$ cat config.mk
export PLATFORM = sky130hd
export DESIGN_NAME = if_id_queue_flat
export DESIGN_NICKNAME = d
export VERILOG_FILES = /design/src/rtl/if_id_queue_pkg.sv /design/src/rtl/if_id_queue_if.sv /design/src/rtl/if_id_queue_ptr.sv /design/src/rtl/if_id_queue.sv /design/src/flat_wrapper.sv
export SDC_FILE = /design/constraint.sdc
export NUM_CORES = 1
export LEC_CHECK = 0
export ABC_AREA = 0
export CORE_AREA = 2 2 140 142
export CTS_CLUSTER_DIAMETER = 40
export CTS_CLUSTER_SIZE = 14
export DETAILED_ROUTE_END_ITERATION = 8
export DIE_AREA = 0 0 142 144
export DONT_BUFFER_PORTS = 1
export HOLD_SLACK_MARGIN = 0.12
export PLACE_DENSITY = 0.72
export SKIP_LAST_GASP = 1
export SLEW_MARGIN = 20
export SYNTH_ARGS = -nofsm -noshare
export SYNTH_HDL_FRONTEND = slang
export SYNTH_SLANG_ARGS = --single-unit
$ cat constraint.sdc
create_clock -name clk -period 2.65 [get_ports clk]
set_clock_uncertainty 0.1 [all_clocks]
set_input_delay 0.3975 -clock clk [delete_from_list [all_inputs] [get_ports clk]]
set_output_delay 0.3975 -clock clk [all_outputs]
set_load 0.01 [all_outputs]
$ cat src/rtl/if_id_queue_pkg.sv
// Shared defaults for the fetch/decode instruction queue.
// Optional zero-latency pass-through is enabled by defining IFQ_BYPASS_EN.
package if_id_queue_pkg;

  localparam int          IFQ_XLEN  = 32;
  localparam int          IFQ_DEPTH = 4;
  // Bubble encoding (addi x0,x0,0) decode substitutes while out_valid is low.
  localparam logic [31:0] NOP_INSTR = 32'h0000_0013;

  function automatic int ifq_cnt_w(input int depth);
    return $clog2(depth) + 1;
  endfunction

endpackage

$ cat src/rtl/if_id_queue_if.sv
// Fetch-side and decode-side handshake bundle for if_id_queue.
// The queue takes the slave view; the driving environment takes the master view.
interface if_id_queue_if
  import if_id_queue_pkg::*;
#(
  parameter int XLEN = IFQ_XLEN
);

  logic            in_valid;
  logic            in_ready;
  logic [XLEN-1:0] in_pc;
  logic [XLEN-1:0] in_instr;
  logic            out_valid;
  logic            out_ready;
  logic [XLEN-1:0] out_pc;
  logic [XLEN-1:0] out_instr;

  modport slave (
    input  in_valid, in_pc, in_instr, out_ready,
    output in_ready, out_valid, out_pc, out_instr
  );

  modport master (
    output in_valid, in_pc, in_instr, out_ready,
    input  in_ready, out_valid, out_pc, out_instr
  );

endinterface

$ cat src/rtl/if_id_queue_ptr.sv
// Wrapping circular-buffer pointer with increment enable and synchronous clear.
// Wraps by natural overflow, so the buffer depth must be a power of two.
module ifq_ptr
  import if_id_queue_pkg::*;
#(
  parameter int W = $clog2(IFQ_DEPTH)
) (
  input  logic         clk,
  input  logic         clr_i,
  input  logic         inc_i,
  output logic [W-1:0] ptr_o
);

  logic [W-1:0] ptr_q;
  logic [W-1:0] ptr_d;

  always_comb begin
    ptr_d = ptr_q;
    if (inc_i) ptr_d = ptr_q + 1'b1;
  end

  always_ff @(posedge clk) begin
    if (clr_i) ptr_q <= '0;
    else       ptr_q <= ptr_d;
  end

  assign ptr_o = ptr_q;

endmodule

$ cat src/rtl/if_id_queue.sv
// Instruction fetch queue between fetch and decode: FIFO of {pc, instr} with flush.
// Define IFQ_BYPASS_EN for same-cycle pass-through when the queue is empty.
module if_id_queue
  import if_id_queue_pkg::*;
#(
  parameter int DEPTH = IFQ_DEPTH,
  parameter int XLEN  = IFQ_XLEN
) (
  input  logic                   clk,
  input  logic                   reset,
  input  logic                   flush,
  if_id_queue_if.slave           bus,
  output logic [$clog2(DEPTH):0] count
);

  localparam int             AW       = $clog2(DEPTH);
  localparam int             CW       = ifq_cnt_w(DEPTH);
  localparam logic [CW-1:0]  FULL_CNT = CW'(DEPTH);

  logic [XLEN-1:0] pc_mem_q    [DEPTH];
  logic [XLEN-1:0] instr_mem_q [DEPTH];

  logic [AW-1:0] rd_ptr;
  logic [AW-1:0] wr_ptr;
  logic [CW-1:0] count_q;
  logic [CW-1:0] count_d;
  logic          full;
  logic          empty;
  logic          bypass;
  logic          push;
  logic          pop;
  logic          clr;

  assign full  = (count_q == FULL_CNT);
  assign empty = (count_q == '0);
  assign clr   = reset | flush;

`ifdef IFQ_BYPASS_EN
  // Empty queue with a ready consumer: hand the fetch entry straight to decode.
  assign bypass = empty & bus.in_valid & bus.out_ready & ~flush;
`else
  assign bypass = 1'b0;
`endif

  // Full blocks pushes even if decode pops this cycle (no pop-through).
  assign push = bus.in_valid & ~full & ~flush & ~bypass;
  assign pop  = ~empty & bus.out_ready & ~flush;

  assign bus.in_ready  = ~full;
  assign bus.out_valid = (~empty | bypass) & ~flush;
  assign count         = count_q;

  // Head mux reads zero when empty so outputs are clean straight out of reset.
  always_comb begin
    bus.out_pc    = '0;
    bus.out_instr = '0;
    if (bypass) begin
      bus.out_pc    = bus.in_pc;
      bus.out_instr = bus.in_instr;
    end else if (!empty) begin
      bus.out_pc    = pc_mem_q[rd_ptr];
      bus.out_instr = instr_mem_q[rd_ptr];
    end
  end

  always_comb begin
    count_d = count_q;
    case ({push, pop})
      2'b10:   count_d = count_q + 1'b1;
      2'b01:   count_d = count_q - 1'b1;
      default: count_d = count_q;
    endcase
  end

  always_ff @(posedge clk) begin
    if (clr) count_q <= '0;
    else     count_q <= count_d;
  end

  always_ff @(posedge clk) begin
    if (push) begin
      pc_mem_q[wr_ptr]    <= bus.in_pc;
      instr_mem_q[wr_ptr] <= bus.in_instr;
    end
  end

  ifq_ptr #(.W(AW)) u_rd_ptr (
    .clk   (clk),
    .clr_i (clr),
    .inc_i (pop),
    .ptr_o (rd_ptr)
  );

  ifq_ptr #(.W(AW)) u_wr_ptr (
    .clk   (clk),
    .clr_i (clr),
    .inc_i (push),
    .ptr_o (wr_ptr)
  );

  always_ff @(posedge clk) begin
    if (!reset) begin
      assert (count_q <= FULL_CNT);
      assert (!(pop && empty));
    end
  end

endmodule

$ cat src/flat_wrapper.sv
// flat-port wrapper written by rule: the top's interface ports become plain ports
module if_id_queue_flat import if_id_queue_pkg::*;
#(
  parameter int DEPTH = IFQ_DEPTH,
  parameter int XLEN  = IFQ_XLEN
)
  (clk, reset, flush, count, bus_in_valid, bus_in_pc, bus_in_instr, bus_out_ready, bus_in_ready, bus_out_valid, bus_out_pc, bus_out_instr);
  if_id_queue_if #(.XLEN(XLEN)) bus_i ();
  input  logic clk;
  input  logic reset;
  input  logic flush;
  output logic [$clog2(DEPTH):0] count;
  input wire logic [$bits(bus_i.in_valid)-1:0] bus_in_valid;
  input wire logic [$bits(bus_i.in_pc)-1:0] bus_in_pc;
  input wire logic [$bits(bus_i.in_instr)-1:0] bus_in_instr;
  input wire logic [$bits(bus_i.out_ready)-1:0] bus_out_ready;
  output wire logic [$bits(bus_i.in_ready)-1:0] bus_in_ready;
  output wire logic [$bits(bus_i.out_valid)-1:0] bus_out_valid;
  output wire logic [$bits(bus_i.out_pc)-1:0] bus_out_pc;
  output wire logic [$bits(bus_i.out_instr)-1:0] bus_out_instr;
  assign bus_i.in_valid = bus_in_valid;
  assign bus_i.in_pc = bus_in_pc;
  assign bus_i.in_instr = bus_in_instr;
  assign bus_i.out_ready = bus_out_ready;
  assign bus_in_ready = bus_i.in_ready;
  assign bus_out_valid = bus_i.out_valid;
  assign bus_out_pc = bus_i.out_pc;
  assign bus_out_instr = bus_i.out_instr;
  if_id_queue #(.DEPTH(DEPTH), .XLEN(XLEN)) u_core (.clk(clk), .reset(reset), .flush(flush), .bus(bus_i), .count(count));
endmodule
==> run_results.csv, run 1 <==
group,metric,value,unit
outcome,status,"completed",
setup_path,cp_max_fo,37,
logic_synthesis,synth_warnings,0,
final_layout,final_area,12600,µm²
clocking,htreeDepth,2,
sta,clock.fmax,404,MHz
logic_synthesis,syn_area_per_cell,22.0,µm²
sta,rsz0062_at_grt,"no",
final_layout,post-route-util,0.658,
power_and_ir_drop,power.internal,7.73,mW
setup_path,critPathMaxStageDelay,0.56,ns
floorplan,start_util,0.533,
logic_synthesis,synth_top_family_by_area,"multiplexers",
placement,portBuffers,0,
floorplan,rows,51,
setup_path,critPathSlowestCell,"mux4_2",
clocking,cts_made_buffers,36,
logic_synthesis,synth-seq-cells,265,
logic_synthesis,synth_nets,537,
placement,detailed_place_hpwl,11.6,mm
setup_path,crit_type,"flop to output pin",
power_and_ir_drop,clock_power_share,0.483,
placement,postPlaceCellArea,10700,µm²
clocking,path_clk_slew,0.05,ns
floorplan,die-height,144,µm
global_route,track_usage,0.194,
placement,dp_slack,0.207,ns
floorplan,num_io_pins,138,
power_and_ir_drop,powerDensity,774,nW/µm²
global_route,grt.overflow.total,0,
detailed_routing,routed_via_density,5.73,
logic_synthesis,yosys-mux-area-fraction,0.142,
global_route,grt_pass1_vias,5144,
setup_path,start_kind,"flop",
floorplan,dieWidth,142,µm
detailed_routing,drc,0,
detailed_routing,drt-pass1-iter-count,6,
final_layout,drive_gt1_frac,0.260,
final_layout,mostFrequentLayoutCell,"edfxtp_1",
logic_synthesis,syn_area,10200,µm²
floorplan,coreArea,19100,µm²
sta,report.final.slew_viol_count,0,
clocking,root_buffer,"clkbuf_16",
sta,layout_setup_ws,0.177,ns
sta,final.setup.tns,0,ns
detailed_routing,drt-total-wl,19.0,mm
detailed_routing,ant_nets,0,
sta,fin_crit_sh,0.933,
setup_path,path_cells,"buf_12 -> mux4_2 -> nor2b_1",
floorplan,die_area,20400,µm²
logic_synthesis,synthXorXnorAreaFrac,0.00258,
final_layout,syn_to_final_growth,23.4,%
clocking,clock_path_buffers,3,
setup_path,reg2reg_slack,0.27,ns
sta,finalCriticalPeriod,2.47,ns
setup_path,critPathRequiredTime,2.15,ns
run,maxCapViolations,0,
logic_synthesis,syn_inst,462,
worst_hold_path,min_path_type,"primary input to flop",
global_route,grt_first_pass_wirelength,29.4,mm
final_layout,layout_common_cells,"256 x edfxtp_1, 69 x dlygate4sd3_1, 64 x mux4_2, 48 x nor2b_1, 37 x clkbuf_16",
logic_synthesis,synthAdderAreaFrac,0.00812,
logic_synthesis,synth_cell_types,26,
final_layout,finalNetCount,646,
power_and_ir_drop,p_sw_frac,0.205,
power_and_ir_drop,net-switching-power,1.99,mW
power_and_ir_drop,max-vdd-ir-drop,0.669,mV
logic_synthesis,ys_seq_area_frac,0.773,
power_and_ir_drop,cellLeakagePower,4.06,nW
placement,globalplace.congestion,0.757,
final_layout,layoutNonFillerInstCount,836,
logic_synthesis,synth_compound_area_frac,0.00516,
clocking,clock_sinks,265,
power_and_ir_drop,seq_power_share,0.482,
sta,tightest_slew,0.518,ns
sta,report.final.hold_viol_count,0,
power_and_ir_drop,pwr-share-comb,0.035,
setup_path,crit_arrival,1.98,ns
detailed_routing,vias,4793,
detailed_routing,drt_iter0_markers,330,
global_route,antenna_found_initial,2,
logic_synthesis,yosys.area_share.simple,0.0518,
detailed_routing,routedWlPerCell,22.8,µm
placement,place_inst,702,
sta,relSlewSlack,0.652,
clocking,cts_tree,"yes",
setup_path,endpoint_kind,"output pin",
clocking,insertion_delay,0.50,ns
global_route,grt_max_degree,38,
sta,finalSetupViolCount,0,
## synth_stat cells
library cell / number / share of area
edfxtp_1: 256 / 0.76
mux4_2: 64 / 0.14
nor2b_1: 48 / 0.030
and2b_1: 16 / 0.012
dfxtp_1: 9 / 0.018
inv_1: 8 / 0.0030
buf_6: 7 / 0.0077
clkbuf_1: 7 / 0.0026
nor2_1: 7 / 0.0026
buf_2: 6 / 0.0030
a21oi_1: 5 / 0.0025
ha_1: 5 / 0.0061
and2_1: 4 / 0.0025
o21ai_0: 4 / 0.0020
xor2_1: 3 / 0.0026
nand3_1: 2 / 0.00098
or3_1: 2 / 0.0012
buf_4: 1 / 0.00074
clkbuf_2: 1 / 0.00049
fa_1: 1 / 0.0020
nand2_1: 1 / 0.00037
nor3_1: 1 / 0.00049
nor3_2: 1 / 0.00098
nor3b_1: 1 / 0.00074
o31ai_1: 1 / 0.00074
or2_2: 1 / 0.00062
## flip-flops by register name, summed over array words and instances (netlist names), named ones only
signal / cells
u_core.pc_mem_q: 128
u_core.u_rd_ptr.ptr_o: 2
u_core.u_wr_ptr.ptr_o: 2
u_core.instr_mem_q: 128
u_core.count: 3
## stage by stage
stage | power [mW] | hold slack (ns)
2_1_floorplan | 4.93 | 0.359
3_3_place_gp | 4.98 | 0.365
3_5_place_dp | 4.99 | 0.393
4_1_cts | 9.82 | 0.317
5_1_grt | 10.0 | 0.398
6_report | 9.72 | 0.363
## routing by layer
layer / global-route usage / vias to the layer above / share of wire
met1: 0.253 / 2471 / 0.41
met5: 0 / - / 0
met2: 0.317 / 184 / 0.49
met4: 0.0647 / 0 / 0.022
li1: - / 2102 / -
met3: 0.0589 / 36 / 0.081
## logic make-up after synthesis
| kind of cell | Yosys count |
|---|---|
| xor gates and xnor gates | 3 |
| muxes | 64 |
| and+or+nand+nor | 84 |
| DFF | 265 |
| adders and majority gates | 6 |
| buffers and inverters | 30 |
| AOI/OAI and AO/OA | 10 |
## worst paths after layout
kind,cells after the start,endpoint,start
worst max register to register,9,u_core.count[1],u_core.count[0]
worst max-delay path,3,bus_out_pc[31],flop
worst min register to register,2,flop,u_core.u_rd_ptr.ptr_o[1]
worst min-delay path,5,u_core.count[0],flush
## worst max-delay path: cells and delay by family, from the launching register on
kind / cells / cell delay, ns
mux: 1 / 0.56
simple gates: 1 / 0.21
flops: 1 / 0.37
buf+inv: 1 / 0.27
## power by group through the flow
stage / Combinational, mW / Sequential [mW] / Clock, mW
3_3_place_gp: 0.217 / 4.77 / 0
4_1_cts: 0.345 / 4.68 / 4.79
5_1_grt: 0.372 / 4.68 / 4.97
6_report: 0.342 / 4.68 / 4.70
2_1_floorplan: 0.162 / 4.77 / 0
3_5_place_dp: 0.221 / 4.77 / 0
## layout make-up
class	count	area, µm²
Sequential cell	265	7880
Fill cell	1234	6530
Multi-Input combinational cell	167	2150
Timing Repair Buffer	93	996
Clock buffer	38	930
Tap cell	238	298
Clock inverter	25	268
Inverter	8	30.0
Antenna cell	2	5.00
## timing repair
| item | 4_1_cts | 5_1_grt |
|---|---|---|
| endpoints found under the setup margin | 0 | 2 |
| hold endpoints to repair | 265 | 0 |
| hold buffers | 69 | 0 |
| gates resized for setup | 0 | 1 |
| buffers inserted | 0 | 0 |
No activity file was read; power rests on OpenSTA's default activity.
==> run 2, diff against run 1 <==
Settings changed: ABC_AREA 0 to default.
==> results of run 2 <==
No change in the layout: final DEF, timing and power equal those of run 1.
==> run 3, diff against run 2 <==
Settings changed: CELL_PAD_IN_SITES_DETAIL_PLACEMENT from default to 1, CELL_PAD_IN_SITES_GLOBAL_PLACEMENT from default to 1, CORE_AREA 2 2 140 142 to 2 2 148 150, DIE_AREA 0 0 142 144 to 0 0 150 152, PLACE_DENSITY 0.72 to default, PLACE_DENSITY_LB_ADDON from default to 0.1.
==> run 3 against run 2 <==
Final cell count up 5.7%. Via count down 0.48%. Largest power group is now registers. Wire length is 5.5% higher. Hold slack got worse by 0.20 ns. Highest routed layer unchanged. Critical path depth up 6.
==> run_results.csv, run 3 (synthesized netlist as in run 1, its figures left out) <==
group,metric,value,unit
setup_path,reg2reg_slack,0.17,ns
sta,tightest_slew,0.550,ns
floorplan,num_io_pins,138,
power_and_ir_drop,powerDensity,734,nW/µm²
setup_path,crit_arrival,2.79,ns
final_layout,layoutNonFillerInstCount,884,
setup_path,critPathMaxStageDelay,0.41,ns
detailed_routing,ant_nets,0,
sta,clock.fmax,404,MHz
floorplan,dieWidth,150,µm
sta,final.setup.tns,0,ns
detailed_routing,vias,4770,
sta,whs,0.159,ns
clocking,root_buffer,"clkbuf_16",
setup_path,worstRegToRegCells,9,
setup_path,path_cells,"nor3b_2 -> nor3_1 -> inv_1 -> ha_1 -> inv_1 -> fa_1 -> xor2_1 -> or3_1 -> a21oi_1",
outcome,status,"completed",
clocking,cts_tree,"yes",
sta,finalCriticalPeriod,2.48,ns
floorplan,rows,54,
global_route,grt.overflow.total,0,
sta,finalSetupViolCount,0,
global_route,grt_first_pass_wirelength,31.2,mm
final_layout,final.fill_count,1823,
power_and_ir_drop,max-vdd-ir-drop,0.662,mV
detailed_routing,route.layer.met1.wl,8.05,mm
clocking,htreeDepth,2,
clocking,clock_path_buffers,3,
placement,place_inst,745,
worst_hold_path,whs_path_depth,3,
sta,rsz0062_at_grt,"no",
floorplan,start_util,0.477,
final_layout,drive_gt1_frac,0.267,
sta,report.final.slew_viol_count,0,
final_layout,finalNetCount,655,
setup_path,critPathSlowestCell,"dfxtp_1",
detailed_routing,drt_iter0_markers,182,
final_layout,n_antenna_cell,0,
setup_path,worstReg2RegStart,"u_core.count[1]",
clocking,clock_sinks,265,
placement,portBuffers,0,
setup_path,reg2reg_to,"u_core.count[2]",
worst_hold_path,holdPathEnd,"u_core.u_wr_ptr.ptr_o[0]",
sta,relSlewSlack,0.630,
run,maxCapViolations,0,
floorplan,die_area,22800,µm²
placement,dp_slack,0.0775,ns
global_route,grt_pass1_vias,5318,
sta,fin_crit_sh,0.935,
setup_path,endpoint_kind,"flop",
setup_path,critPathRequiredTime,2.96,ns
setup_path,crit_path_frequent_cell,"inv_1",
final_layout,syn_to_final_growth,23.8,%
setup_path,start_kind,"flop",
placement,globalplace.congestion,0.805,
final_layout,layout_common_cells,"256 x edfxtp_1, 69 x dlygate4sd3_1, 64 x mux4_2, 48 x nor2b_1, 35 x clkbuf_16",
detailed_routing,met2_length,10.4,mm
setup_path,crit_type,"flop to flop",
sta,report.final.hold_viol_count,0,
final_layout,mostFrequentLayoutCell,"edfxtp_1",
global_route,track_usage,0.182,
setup_path,cp_max_fo,6,
sta,layout_setup_ws,0.173,ns
detailed_routing,dr.max_layer_used,"met4",
clocking,path_clk_slew,0.05,ns
detailed_routing,routedWlPerCell,22.7,µm
detailed_routing,drt-total-wl,20.1,mm
detailed_routing,wl_met3,1.32,mm
power_and_ir_drop,cellLeakagePower,4.07,nW
clocking,insertion_delay,0.49,ns
global_route,antenna_found_initial,0,
floorplan,coreArea,21400,µm²
floorplan,die-height,152,µm
detailed_routing,drt-pass1-iter-count,4,
clocking,cts_made_buffers,34,
worst_hold_path,min_path_type,"primary input to flop",
global_route,grt_max_degree,49,
power_and_ir_drop,p_total,9.25,mW
detailed_routing,routed_via_density,5.40,
placement,detailed_place_hpwl,12.1,mm
detailed_routing,drc,0,
worst_hold_path,worstHoldStart,"bus_in_valid",
==> run 3: cell count changes in the layout (fill, tap and decap cells not counted), sizes merged <==
cell / previous run / this run
buf: 24 / 35
bufinv: 3 / 1
clkbuf: 38 / 39
clkinv: 10 / 14
clkinvlp: 2 / 1
diode: 2 / 0
inv: 18 / 13
==> run 3: worst max-delay path, delay by kind of cell, from the launching register on <==
kind	cells	cell delay (ns)
AO/OA/AOI/OAI	1	0.17
XOR/XNOR	1	0.16
adder cells (fa/ha/maj)	2	0.58
buffers and inverters	2	0.16
flip-flops	1	0.41
AND/OR/NAND/NOR	3	0.84
==> run 3: timing repair <==
item | CTS | global route
hold buffers | 69 | 0
resized for setup | 0 | 1
buffers inserted | 10 | 0
endpoints found under the setup margin | 11 | 1
hold endpoints to repair | 265 | 0
==> run 3: metrics by stage <==
stage               area (µm²)   util
finish                   12600  0.590
global placement         10800  0.505
CTS                      12600  0.590
detailed placement       10800  0.505
global route             12600  0.590
floorplan                10200      -
==> run 3: layout make-up <==
class                           instances  area (µm²)  share of cell area
Tap cell                              280         350              0.0278
Multi-Input combinational cell        167        2150               0.171
Sequential cell                       265        7880               0.625
Clock inverter                         21         161              0.0128
Clock buffer                           39         891              0.0707
Inverter                                8        30.0             0.00238
Timing Repair Buffer                  104        1140              0.0906
==> run 3: where the power goes <==
group / switching, mW / internal, mW / leakage [nW] / total (mW)
logic: 0.179 / 0.175 / 1.15 / 0.355
clock network: 1.67 / 2.54 / 0.523 / 4.21
registers: 0.0158 / 4.66 / 2.40 / 4.68
==> run 3: layer usage <==
metal  up-vias  global-route usage
met2       123               0.313
met3        27              0.0505
met4         0              0.0512
met5         -                   0
li1       2116                   -
met1      2504               0.228
==> run 3: worst max path at each step <==
stage                                  to            start  slack, ns
after floorplan           u_core.count[2]  u_core.count[2]       0.41
after global placement    u_core.count[2]  u_core.count[1]       0.25
after detailed placement  u_core.count[2]  u_core.count[1]       0.08
after CTS                 u_core.count[2]  u_core.count[1]       0.01
after global routing      u_core.count[2]  u_core.count[1]       0.02
final                     u_core.count[2]  u_core.count[1]       0.17
